**src/rtl/clk_div_pkg.sv**
```systemverilog
// Shared definitions for the clock divider controller slice.
//   state_t   - controller FSM states
//   MIN_DIV   - smallest ratio accepted through the config handshake
//   high_len  - number of high cycles in one div_clk period for ratio n
package clk_div_pkg;

  typedef enum logic {
    IDLE,
    RUN
  } state_t;

  localparam int unsigned MIN_DIV = 2;

  // High phase is the larger half for odd ratios: N=5 -> 3 high, 2 low.
  function automatic int unsigned high_len(input int unsigned n);
    return (n + 1) >> 1;
  endfunction

endpackage

```
**src/rtl/clk_div_core.sv**
```systemverilog
// Period counter and registered waveform generator.
//   clk, reset - system clock, asynchronous active-high reset
//   ratio      - divide ratio N in effect for the current period
//   run        - controller is in RUN; counter advances
//   start      - begin a fresh period on the next cycle (cnt=0, div_clk=1, tick=1)
//   div_clk    - registered divided waveform, high while cnt < high_len(N)
//   tick       - one-cycle pulse on the first cycle of each period
//   boundary   - combinational: current cycle is the last of the period
module clk_div_core
  import clk_div_pkg::*;
#(
  parameter int unsigned DIV_W = 8
) (
  input  logic             clk,
  input  logic             reset,
  input  logic [DIV_W-1:0] ratio,
  input  logic             run,
  input  logic             start,
  output logic             div_clk,
  output logic             tick,
  output logic             boundary
);

  localparam int unsigned CW = DIV_W + 1;

  logic [DIV_W-1:0] cnt;
  logic [CW-1:0]    cnt_inc;
  logic [CW-1:0]    high_cnt;

  // One extra bit so the increment and the N=2**DIV_W-1 high length never overflow.
  assign cnt_inc  = {1'b0, cnt} + CW'(1);
  assign high_cnt = CW'(high_len(32'(ratio)));
  assign boundary = run && (cnt == ratio - DIV_W'(1));

  // div_clk is computed from the count it is about to hold, so it stays registered
  // and aligned with cnt.
  always_ff @(posedge clk or posedge reset) begin
    if (reset) begin
      cnt     <= '0;
      div_clk <= 1'b0;
      tick    <= 1'b0;
    end else if (start) begin
      cnt     <= '0;
      div_clk <= 1'b1;
      tick    <= 1'b1;
    end else if (run && !boundary) begin
      cnt     <= cnt_inc[DIV_W-1:0];
      div_clk <= (cnt_inc < high_cnt);
      tick    <= 1'b0;
    end else begin
      cnt     <= '0;
      div_clk <= 1'b0;
      tick    <= 1'b0;
    end
  end

endmodule

```
**src/rtl/clk_div_ctrl.sv**
```systemverilog
// Runtime-programmable integer clock divider controller.
//   clk, reset  - system clock, asynchronous active-high reset
//   en          - level-sensitive run request
//   cfg_valid   - new ratio offered on cfg_div
//   cfg_div     - offered ratio N
//   cfg_ready   - a ratio can be accepted (low while one is pending)
//   cfg_err     - one-cycle pulse after a rejected ratio (N < 2)
//   div_clk     - divided waveform
//   tick        - one-cycle pulse on the first cycle of each div_clk period
//   running     - high while in RUN
//   cur_div     - ratio currently in effect
// Ratios are only applied at a period boundary or while idle, so a period in
// flight is never shortened or stretched.
module clk_div_ctrl
  import clk_div_pkg::*;
#(
  parameter int unsigned DIV_W       = 8,
  parameter int unsigned DEFAULT_DIV = 3
) (
  input  logic             clk,
  input  logic             reset,
  input  logic             en,
  input  logic             cfg_valid,
  input  logic [DIV_W-1:0] cfg_div,
  output logic             cfg_ready,
  output logic             cfg_err,
  output logic             div_clk,
  output logic             tick,
  output logic             running,
  output logic [DIV_W-1:0] cur_div
);

  if (DEFAULT_DIV < MIN_DIV || DEFAULT_DIV >= 2**DIV_W) begin : g_bad_default
    $error("clk_div_ctrl: DEFAULT_DIV must be >= 2 and < 2**DIV_W");
  end

  state_t           state;
  state_t           state_nxt;
  logic             boundary;
  logic             start;
  logic             apply;
  logic             run;
  logic             xfer;
  logic             pend_valid;
  logic [DIV_W-1:0] pend_div;

  assign cfg_ready = !pend_valid;
  assign xfer      = cfg_valid && cfg_ready;

  // State register
  always_ff @(posedge clk or posedge reset) begin
    if (reset) state <= IDLE;
    else       state <= state_nxt;
  end

  // Next-state logic: a period already started always completes before IDLE.
  always_comb begin
    state_nxt = state;
    unique case (state)
      IDLE: if (en)              state_nxt = RUN;
      RUN:  if (boundary && !en) state_nxt = IDLE;
      default:                   state_nxt = IDLE;
    endcase
  end

  // Output / control decode
  always_comb begin
    run     = (state == RUN);
    running = run;
    start   = en && ((state == IDLE) || boundary);
    apply   = pend_valid && ((state == IDLE) || boundary);
  end

  // Pending ratio; a ratio accepted on a boundary cycle waits for the next one
  // because pend_valid is only seen from the following cycle.
  always_ff @(posedge clk or posedge reset) begin
    if (reset) begin
      pend_valid <= 1'b0;
      pend_div   <= '0;
    end else if (apply) begin
      pend_valid <= 1'b0;
    end else if (xfer && (cfg_div >= DIV_W'(MIN_DIV))) begin
      pend_valid <= 1'b1;
      pend_div   <= cfg_div;
    end
  end

  always_ff @(posedge clk or posedge reset) begin
    if (reset) begin
      cur_div <= DIV_W'(DEFAULT_DIV);
      cfg_err <= 1'b0;
    end else begin
      if (apply) cur_div <= pend_div;
      cfg_err <= xfer && (cfg_div < DIV_W'(MIN_DIV));
    end
  end

  clk_div_core #(
    .DIV_W(DIV_W)
  ) u_core (
    .clk      (clk),
    .reset    (reset),
    .ratio    (cur_div),
    .run      (run),
    .start    (start),
    .div_clk  (div_clk),
    .tick     (tick),
    .boundary (boundary)
  );

endmodule

```
**config.mk**
```make
export PLATFORM = sky130hd
export DESIGN_NAME = clk_div_ctrl
export DESIGN_NICKNAME = d
export VERILOG_FILES = /design/src/rtl/clk_div_pkg.sv /design/src/rtl/clk_div_core.sv /design/src/rtl/clk_div_ctrl.sv
export SDC_FILE = /design/constraint.sdc
export NUM_CORES = 1
export LEC_CHECK = 0
export ABC_CLOCK_PERIOD_IN_PS = 3100
export CAP_MARGIN = 30
export CORE_MARGIN = 3
export CORE_UTILIZATION = 54
export DETAILED_ROUTE_END_ITERATION = 12
export GPL_ROUTABILITY_DRIVEN = 0
export PLACE_DENSITY_LB_ADDON = 0.3
export SYNTH_ARGS = -nofsm -noshare
export SYNTH_HDL_FRONTEND = slang
export SYNTH_SLANG_ARGS = --single-unit
```
**constraint.sdc**
```tcl
create_clock -name clk -period 3.1 [get_ports clk]
set_input_delay 0.775 -clock clk [delete_from_list [all_inputs] [get_ports clk]]
set_output_delay 0.775 -clock clk [all_outputs]
set_load 0.01 [all_outputs]
```
### After elaboration in Yosys (flattened, before gate mapping)

Index checks and enable logic that the tools add are counted.

* register bits: 29
* output and inout bits: 13
* logic and storage cells: 41

* mux-type cells: 10
* reduce and logical (&&, ||, !) cells: 14
* bitwise logic cells: 2
* eq/ne operators: 1
* add/subtract/negate cells: 3
* magnitude comparators: 3

Operators with widths (number)
* adder 8 x 1 -> 9 bit, second input constant: 2
* two-way mux 8 bit: 2
* less-than comparator 9 bit: 1
* == test 8 bit: 1
* greater-or-equal comparator 8 x 2 -> 1 bit, second input constant: 1
* logical AND 1 bit: 8
* less-than comparator 8 x 2 -> 1 bit, second input constant: 1
* subtractor 8 x 1 -> 8 bit, second input constant: 1
* two-way mux 1 bit: 7
* zero test 1 bit: 3
* NOT 1 bit: 2
* one-hot mux 1 bit (2 select lines): 1
* AND reduction 2 bit: 1
* nonzero test 2 bit: 1
* logical OR 1 bit: 1

### Logic depth before layout (Yosys ltp)

* word-level depth: 7
* mapped depth: 11

### Cells and area by module

Synthesis repeated with hierarchy kept, for this count alone.

* cells, all modules: 166
* area total of the unflattened synthesis: 1750.4 µm²

Modules (own cells, without submodules)
* clk_div_core: area each 997.2 µm², cells each 118, instances 1
* clk_div_ctrl: area each 753.2 µm², cells each 48, instances 1

### Least setup slack after synthesis

No wires, ideal clock.

* path type: input to register
* start: input cfg_div[2]
* end: register pend_div[0]
* required time: 2.975 ns
* setup slack: 0.672 ns
* cell stages on the path: 5
* path buffers: 1
* arrival time: 2.303 ns
* cell sequence: or4_1 > or4_1 > and3_1 > buf_6 > mux2_4

* longest elaborated chain between the ends: 3

Ends and longest elaborated chain
* start: declaration: RTL line clk_div_ctrl.sv:24 `input logic [DIV_W-1:0] cfg_div,`
* greater-or-equal comparator 8 x 2 -> 1 bit: RTL line clk_div_ctrl.sv:82 `end else if (xfer && (cfg_div >= DIV_W'(MIN_DIV))) begin`
* logical AND 1 bit: RTL line clk_div_ctrl.sv:82
* AND reduction 2 bit (no source line)
* end signal: assignment: RTL line clk_div_ctrl.sv:84 `pend_div <= cfg_div;`
* end: declaration: RTL line clk_div_ctrl.sv:45 `logic [DIV_W-1:0] pend_div;`

No other way between the ends.
A chain may end at the register's enable or synchronous reset.

### Worst setup path in the final report

* start: input cfg_div[3]
* end: register pend_div[1]

The elaborated chain is that of the path after synthesis.

==> results.md <==
* Initial antenna violation count at 0
* Number of global-route vias before repair at 1,297
* Max-Cap Viols at 0
* Slew Limit Fails at 0
* DR vias at 1,233
* Async S/R FF share, synth at 100%
* Post-synthesis sequential area ratio at 41.1%
* Final-report setup violation count at 0
* Crit path cell chain: clkdlybuf4s50_1 -> or4_1 -> or4_1 -> and3_1 -> mux2_4
* Setup crit end kind: flip-flop
* I/O Buffers at 24
* Final hold vios at 0
* Clk sinks at 29
* Final setup TNS at 0 ns
* Pwr Density at 345 nW/µm²
* Syn Inst Count at 160
* Initial DRC Count at 88
* Max rail drop VDD at 0.244 mV
* DP HPWL at 2590 µm
* Fin crit share at 86.1%
* Die X at 63.3 µm
* Io pins at 25
* Post-route ant nets at 0
* CTS tree: built
* M1 GR Usage at 23.9%
* Most used routing layer: met2
* Die height at 63.3 µm
* Post-Route Skew at 0.0185 ns
* Area growth syn-to-layout at 19.3%
* CP Max Fanout at 9
* Met2 Use GR at 31.0%
* Layout Cells excl Fill at 229
* Post-synth EDFFs at 0
* Worst min path class: flip-flop to flip-flop
* Diodes inserted at 0
* FILL cells at 259
* Synthesis-stage register bit count at 29
* Count of cell types in the netlist at 39
* Area occupied by multi-input gates at 972 µm²
* Largest net degree at the start of global routing at 30
* Lkg Pwr at 0.927 nW
* CP required at 3.31 ns
* Yosys warnings at 0
* Net count after synthesis at 182
* Grt met3 use at 4.46%
* Critical path's largest stage delay at 0.51 ns
* Root Buffer: clkbuf_4
* Cells after DPL at 221
* Final WL at 3390 µm
* Vias per std cell at 5.38
* Startpoint Class: primary input
* Die area at 4010 µm²
* Initial Util at 57.1%
* Share of layout cells above drive strength 1 at 15.7%
* Syn avg cell area at 11.1 µm²
* CTS clk-pin slew, worst paths at 0.09 ns
* GRT Util Overall at 18.7%
* Ranking of synthesized cells by area: dfrtp_1 (38%), mux2_4 (14%), ha_1 (7.1%)
* Worst Path Arrival at 2.88 ns
* Synth area leader: dfrtp_1
* DR DRC count at 0
* Core Area at 3100 µm²
* Clk buf depth at 2
* Synth top area share at 38.1%
* Final design utilization at 68.1%
* Overflow after GRT at 0
* # H-tree levels at 2
* Wirelength per Cell at 14.8 µm
* Nets at 206
* FMAX at 375 MHz
* RSZ-0062 raised after global routing: false
* Drt first pass iters at 4
* Core Rows at 20
* Status: completed
* Critical path type: primary input to flip-flop
* Final Critical Period at 2.67 ns
* CTS resizes at 0
* Relative slew slack at 65.2%
* Top cell by count, worst path: or4_1
* Worst-Margin Slew at 0.522 ns
* Num CTS Buffers at 5
* Critical-path top delay cell: or4_1
* Ys flop type: dfrtp_1
* Flip-flop and latch area at 728 µm²
* Postcts setup bufs at 0
* First-pass GRT wire length at 5890 µm
* Netlist Area Pre-Place at 1770 µm²
* Clock Latency Late Sink at 0.33 ns
* Hold_buf cts at 0
state kept, by name, summed over array words and instances (netlist names):
signal / count
cfg_err: 1
pend_valid: 1
u_core.cnt: 8
cur_div: 8
u_core.tick: 1
pend_div: 8
running: 1
u_core.div_clk: 1
critical path, delay by kind of cell:
family / cells / cell delay, ns
AND/OR/NAND/NOR: 3 / 1.31
buffers and inverters: 1 / 0.43
multiplexers: 1 / 0.36
layout by cell type, fill, tap and decap left out, types with 2 or more instances in the layout:
master	Yosys	routed
a21o_1	2	2
a21oi_1	4	4
and3_1	4	4
buf_4	0	2
clkbuf_4	0	5
clkdlybuf4s50_1	0	24
dfrtp_1	27	27
dfstp_2	2	2
ha_1	10	10
inv_1	5	5
mux2_4	16	16
nand2_1	6	6
nand2b_1	5	5
nand3_1	7	7
nand4_1	2	2
nor2_1	7	7
nor2b_1	8	8
nor3_1	3	3
o2111ai_1	2	2
o21ai_0	2	2
or4_1	2	2
xnor2_1	11	11
xor2_1	10	10
routing by layer:
metal  share of wire [%]  up-vias  wire (µm)
met3                 4.5        5        152
met4                 1.5        0         51
met1                  47      587       1580
li1                    -      609          -
met5                   0        -          0
met2                  47       32       1610
layout make-up:
cell class	count	area share [%]
flip-flops and latches	29	34.4
inverters	5	0.888
clock buffers	7	2.60
repair buffers	26	12.1
multi-input cells	117	46.0
clock inverters	1	1.42
well taps	44	2.60
worst paths after layout:
path	startpoint	end	slack (ns)	cells past startpoint
setup reg to reg	cur_div[0]$_DFFE_PP1P_	u_core.div_clk$_DFF_PP0_	0.59	10
max in group asynchronous	reset	cur_div[0]$_DFFE_PP1P_	1.98	3
hold / removal	pend_valid$_DFFE_PP0P_	cfg_err$_DFF_PP0_	0.50	1
setup / recovery	cfg_div[3]	pend_div[1]$_DFFE_PP0P_	0.43	5
hold reg to reg	pend_valid$_DFFE_PP0P_	cfg_err$_DFF_PP0_	0.50	1
min in group asynchronous	reset	running$_DFF_PP0_	0.80	3
cells by family after synthesis:
family | synth area share, %
AOI/OAI and AO/OA | 6.85
xor gates and xnor gates | 10.4
adders and majority gates | 7.06
buffers and inverters | 4.09
DFF | 41.1
muxes | 14.2
and+or+nand+nor | 16.4
where the power goes:
group | leakage, nW | total (mW) | switching [mW] | internal, mW
sequential | 0.373 | 0.378 | 0 | 0.378
combinational | 0.508 | 0.0243 | 0.0104 | 0.0138
clock | 0.0455 | 0.328 | 0.135 | 0.193
synthesized netlist by cell type (4+ instances only):
library cell,count
xor2_1,10
mux2_4,16
nand2b_1,5
inv_1,5
a21oi_1,4
nand2_1,6
nand3_1,7
and3_1,4
dfrtp_1,27
ha_1,10
buf_2,4
xnor2_1,11
nor2b_1,8
nor2_1,7
per-stage QoR:
step | setup WS (ns) | total power [mW] | hold slack (ns) | instance area, µm²
6_report | 0.431 | 0.730 | 0.499 | 2110
5_1_grt | 0.376 | 0.759 | 0.520 | 2110
4_1_cts | 0.431 | 0.740 | 0.498 | 2110
3_5_place_dp | 0.0843 | 0.411 | 0.483 | 2030
3_3_place_gp | 0.129 | 0.410 | 0.471 | 2030
2_1_floorplan | 0.672 | 0.392 | 0.422 | 1770
Power figures use the tool's default switching activity.
